$ cat src/rtl/flag_pkg.sv
// Shared condition-flag definitions for the flag register and its checkpoint stack.
package flag_pkg;
    localparam int FLAG_N     = 0;
    localparam int FLAG_Z     = 1;
    localparam int FLAG_V     = 2;
    localparam int FLAG_C     = 3;
    localparam int NF_DEFAULT = 4;
endpackage

$ cat src/rtl/flag_ckpt_stack.sv
// LIFO of flag snapshots taken at branch issue; storage is not reset, only the count is.
module flag_ckpt_stack
    import flag_pkg::*;
#(
    parameter int NF    = NF_DEFAULT,
    parameter int DEPTH = 4
) (
    input  logic                         clk,
    input  logic                         rst,
    input  logic                         push,
    input  logic                         pop,
    input  logic [NF-1:0]                push_data,
    output logic [NF-1:0]                top_data,
    output logic [$clog2(DEPTH+1)-1:0]   count,
    output logic                         full,
    output logic                         empty
);
    localparam int CW = $clog2(DEPTH + 1);
    localparam int IW = (DEPTH > 1) ? $clog2(DEPTH) : 1;

    logic [NF-1:0] mem_q [DEPTH];
    logic [CW-1:0] count_q, count_d;
    logic [IW-1:0] wr_idx, top_idx;
    logic          push_ok, pop_ok;

    always_comb begin
        full    = (count_q == CW'(DEPTH));
        empty   = (count_q == '0);
        push_ok = push && !pop && !full;
        pop_ok  = pop && !empty;
        count_d = count_q;
        if (pop_ok)
            count_d = count_q - CW'(1);
        else if (push_ok)
            count_d = count_q + CW'(1);
        // Top index is meaningless when empty; callers only consume it when count > 0.
        wr_idx  = IW'(count_q);
        top_idx = IW'(count_q - CW'(1));
    end

    always_ff @(posedge clk) begin
        if (rst)
            count_q <= '0;
        else
            count_q <= count_d;
    end

    always_ff @(posedge clk) begin
        if (!rst && push_ok)
            mem_q[wr_idx] <= push_data;
    end

    assign top_data = mem_q[top_idx];
    assign count    = count_q;
endmodule

$ cat src/rtl/flag_ckpt_unit.sv
// Architectural condition-flag register with write bypass and branch checkpoint/restore.
module flag_ckpt_unit
    import flag_pkg::*;
#(
    parameter int NF    = NF_DEFAULT,
    parameter int DEPTH = 4
) (
    input  logic                         clk,
    input  logic                         rst,
    input  logic                         wr_en,
    input  logic [NF-1:0]                wr_mask,
    input  logic [NF-1:0]                wr_flags,
    input  logic                         ckpt_push,
    input  logic                         ckpt_pop,
    input  logic                         ckpt_restore,
    output logic [NF-1:0]                flags_q,
    output logic [NF-1:0]                flags_fwd,
    output logic [$clog2(DEPTH+1)-1:0]   ckpt_count,
    output logic                         ckpt_full,
    output logic                         ckpt_empty,
    output logic                         ckpt_err
);
    logic [NF-1:0] top_data, mask_eff, write_merge;
    logic          push_acc, pop_acc, rest_acc;
    logic          multi_cmd, empty_err, full_err;
    logic          err_q, err_d;

    always_comb begin
        mask_eff    = wr_en ? wr_mask : '0;
        write_merge = (wr_flags & mask_eff) | (flags_q & ~mask_eff);

        // Only the highest-priority asserted command may execute; an ignored one does nothing.
        rest_acc = ckpt_restore && !ckpt_empty;
        pop_acc  = ckpt_pop && !ckpt_restore && !ckpt_empty;
        push_acc = ckpt_push && !ckpt_restore && !ckpt_pop && !ckpt_full;

        multi_cmd = (ckpt_push && ckpt_pop) || (ckpt_push && ckpt_restore) ||
                    (ckpt_pop && ckpt_restore);
        empty_err = (ckpt_restore || ckpt_pop) && ckpt_empty;
        full_err  = ckpt_push && !ckpt_restore && !ckpt_pop && ckpt_full;
        err_d     = err_q || multi_cmd || empty_err || full_err;

        flags_fwd = rest_acc ? top_data : write_merge;
    end

    always_ff @(posedge clk) begin
        if (rst) begin
            flags_q <= '0;
            err_q   <= 1'b0;
        end else begin
            flags_q <= flags_fwd;
            err_q   <= err_d;
        end
    end

    flag_ckpt_stack #(
        .NF    (NF),
        .DEPTH (DEPTH)
    ) u_stack (
        .clk       (clk),
        .rst       (rst),
        .push      (push_acc),
        .pop       (pop_acc || rest_acc),
        .push_data (flags_fwd),
        .top_data  (top_data),
        .count     (ckpt_count),
        .full      (ckpt_full),
        .empty     (ckpt_empty)
    );

    assign ckpt_err = err_q;
endmodule

$ cat config.mk
export PLATFORM = sky130hd
export DESIGN_NAME = flag_ckpt_unit
export DESIGN_NICKNAME = d
export VERILOG_FILES = /design/src/rtl/flag_pkg.sv /design/src/rtl/flag_ckpt_stack.sv /design/src/rtl/flag_ckpt_unit.sv
export SDC_FILE = /design/constraint.sdc
export NUM_CORES = 1
export LEC_CHECK = 0
export ABC_AREA = 1
export CORE_MARGIN = 2
export CORE_UTILIZATION = 51
export CTS_BUF_LIST = sky130_fd_sc_hd__clkbuf_4
export CTS_CLUSTER_DIAMETER = 30
export CTS_CLUSTER_SIZE = 40
export DETAILED_ROUTE_END_ITERATION = 16
export HOLD_SLACK_MARGIN = 0.05
export PLACE_DENSITY = 0.81
export SLEW_MARGIN = 0
export SYNTH_ARGS = -nofsm -noshare
export SYNTH_HDL_FRONTEND = slang
export SYNTH_SLANG_ARGS = --single-unit
$ cat constraint.sdc
create_clock -name clk -period 2.02 [get_ports clk]
set_clock_uncertainty 0.05 [all_clocks]
set_input_delay 0.404 -clock clk [delete_from_list [all_inputs] [get_ports clk]]
set_output_delay 0.404 -clock clk [all_outputs]
set_load 0.1 [all_outputs]
==> metrics <==
DRC viols=0; filler cell count in the final layout=100; total CTS buffers=3; Slew Viols, Final=0; vias in the first global route=1336; r2r startpoint=u_stack.count[0]; GRT overflow=0; Vias=1335; Routability Congestion=0.862; Final Critical Period=2.12 ns; H-tree levels=1; die area=2790 um2; post-synthesis register bit count=24; Synth Instances=150; RSZ-0062 raised after global routing=true; vias per std cell=5.66; Final Cell Area=2020 um2; gr usage total=0.320; Setup crit start kind=flip-flop; core area=2230 um2; crit path from=u_stack.count[0]; Post-Syn Nets=169; largest net degree at the start of global routing=15; Final Cycle Share=1.05; Async SR Flop Fraction=0; PnR worst setup slack=-0.103 ns; met3 Use GR=0.0571; diodes inserted=0; share of layout cells above drive strength 1=0.380; library cells used by synthesis=18; Starting Density=0.544; Worst slew margin=0.743; Req. time, crit path=1.57 ns; latest clock arrival within the worst-skew pair=0.34 ns; Netlist Area Pre-Place=1210 um2; Worst Tran Pin Value=0.384 ns; CTS tree=yes; failing checks=negative setup slack; Max-cap violations=0; antenna violations before repair=0; die height=52.8 um; global routing's busiest layer=met2; Critical Path Sink=ckpt_full; final setup fails=6; crit path max fanout=3; Post-layout nets=228; fmax=471 MHz; Hold Path Class=reg -> reg; Post-Route WL=4720 um; clock sink count=24; FF-to-FF End=u_stack.mem_q[0][3]; syn avg cell area=8.10 um2; CTS root buffer=clkbuf_4; placed cell areas=1770 um2; EDFF count, synth=16; met2 Resource Use GR=0.556; DR WL/cell=20.0 um; IO Count=28; Antenna Nets Post-Route=0; CTS clk-pin slew, worst paths=0.14 ns; initial DRC count=67; first-pass GRT wire length=6180 um; post-cts hold buffer count=0; status=finished, violations left; row count=17; CP Class=reg -> out; met1 layer usage reported by global route=0.372; worst reg2reg path depth=6; commonest register cell after synthesis=edfxtp_1; Chip Width=52.8 um; TritonRoute pass-1 iters=5; port bufs=27; R2R setup slack=0 ns; Layout area overhead=65.9%; Yosys warnings=0; sequential share of the synthesized area=0.527; Setup crit end kind=primary output; Longest Clk Path Bufs=2; CP arrival=1.67 ns; hpwl dp=2320 um; final hold vios=0
==> cell families after synthesis <==
kind of cell    Yosys count  share of synthesized area
compound gates           14                     0.0690
fa+ha+maj                 5                     0.0515
simple gates             86                      0.281
flops                    24                      0.527
buf+inv                  21                     0.0711
==> placed cells by master, fill, tap and decap left out, drive strengths merged <==
| master | instances |
|---|---|
| dlygate4sd2 | 1 |
| clkbuf | 3 |
| ha | 5 |
| buf | 42 |
| inv | 18 |
| o211ai | 4 |
| clkdlybuf4s50 | 12 |
| edfxtp | 16 |
| dfxtp | 8 |
| nor2 | 10 |
| clkinv | 1 |
| a21oi | 7 |
| bufinv | 1 |
| nand2 | 72 |
| nand3 | 3 |
| o21ai | 3 |
| nand4 | 1 |
| clkinvlp | 1 |
==> sequential cells by signal, indices dropped and copies added, names as in the netlist <==
| register | count |
|---|---|
| u_stack.mem_q | 16 |
| u_stack.count | 3 |
| ckpt_err | 1 |
| flags_q | 4 |
==> timing repair <==
item,CTS,global route
pin swaps,20,7
buffers inserted,11,5
endpoints found under the setup margin,4,4
gates resized for setup,17,8
==> final cells by class <==
cell class	instances	area (um2)	area share
flip-flops and latches	24	652	0.323
multi-input cells	105	636	0.315
repair buffers	55	548	0.272
inverters	20	92.6	0.0459
well taps	28	35.0	0.0174
clock inverters	1	30.0	0.0149
clock buffers	3	22.5	0.0112
==> worst min path at each step <==
stage / startpoint / to / depth (start not counted)
global placement: ckpt_err / ckpt_err / 4
global route: ckpt_err / ckpt_err / 4
detailed placement: ckpt_err / ckpt_err / 4
CTS: ckpt_err / ckpt_err / 4
finish: ckpt_err / ckpt_err / 4
floorplan: rst / u_stack.count[2] / 1
==> Yosys cell counts (2+ instances only) <==
cell type / number / area (um2)
nand2_1: 69 / 259
o211ai_1: 4 / 30.0
dfxtp_1: 8 / 160
edfxtp_1: 16 / 480
ha_1: 5 / 62.6
nand3_1: 2 / 10.0
nor2_1: 10 / 37.5
inv_1: 16 / 60.1
a21oi_1: 6 / 30.0
inv_2: 2 / 7.51
nand2_2: 3 / 18.8
o21ai_0: 3 / 15.0
==> per-layer routing <==
layer  share of wire  wire length (um)
met5               0                 0
met4           0.052               245
met3            0.10               489
met2            0.49              2320
met1            0.35              1660
==> worst max-delay path: stages (launching register included) <==
cell        delay (ns)
dfxtp_4           0.41
inv_8             0.03
ha_4              0.16
buf_4             0.13
nand2_1           0.22
clkinvlp_4        0.19
buf_12            0.19
==> stage by stage <==
stage               std cells  setup slack, ns   util  hold WS (ns)  setup TNS (ns)
finish                    236           -0.103  0.903         0.569          -0.413
global route              236           -0.142  0.903         0.596          -0.745
CTS                       231          -0.0588  0.873         0.536          -0.160
detailed placement        216           -0.180  0.793         0.499          -0.698
global placement          216           -0.108  0.793         0.489          -0.417
floorplan                 150          0.00112      -         0.409               0
Power is not shown: default switching activity piles up to over one toggle a cycle in this logic, so the estimate is an artifact.
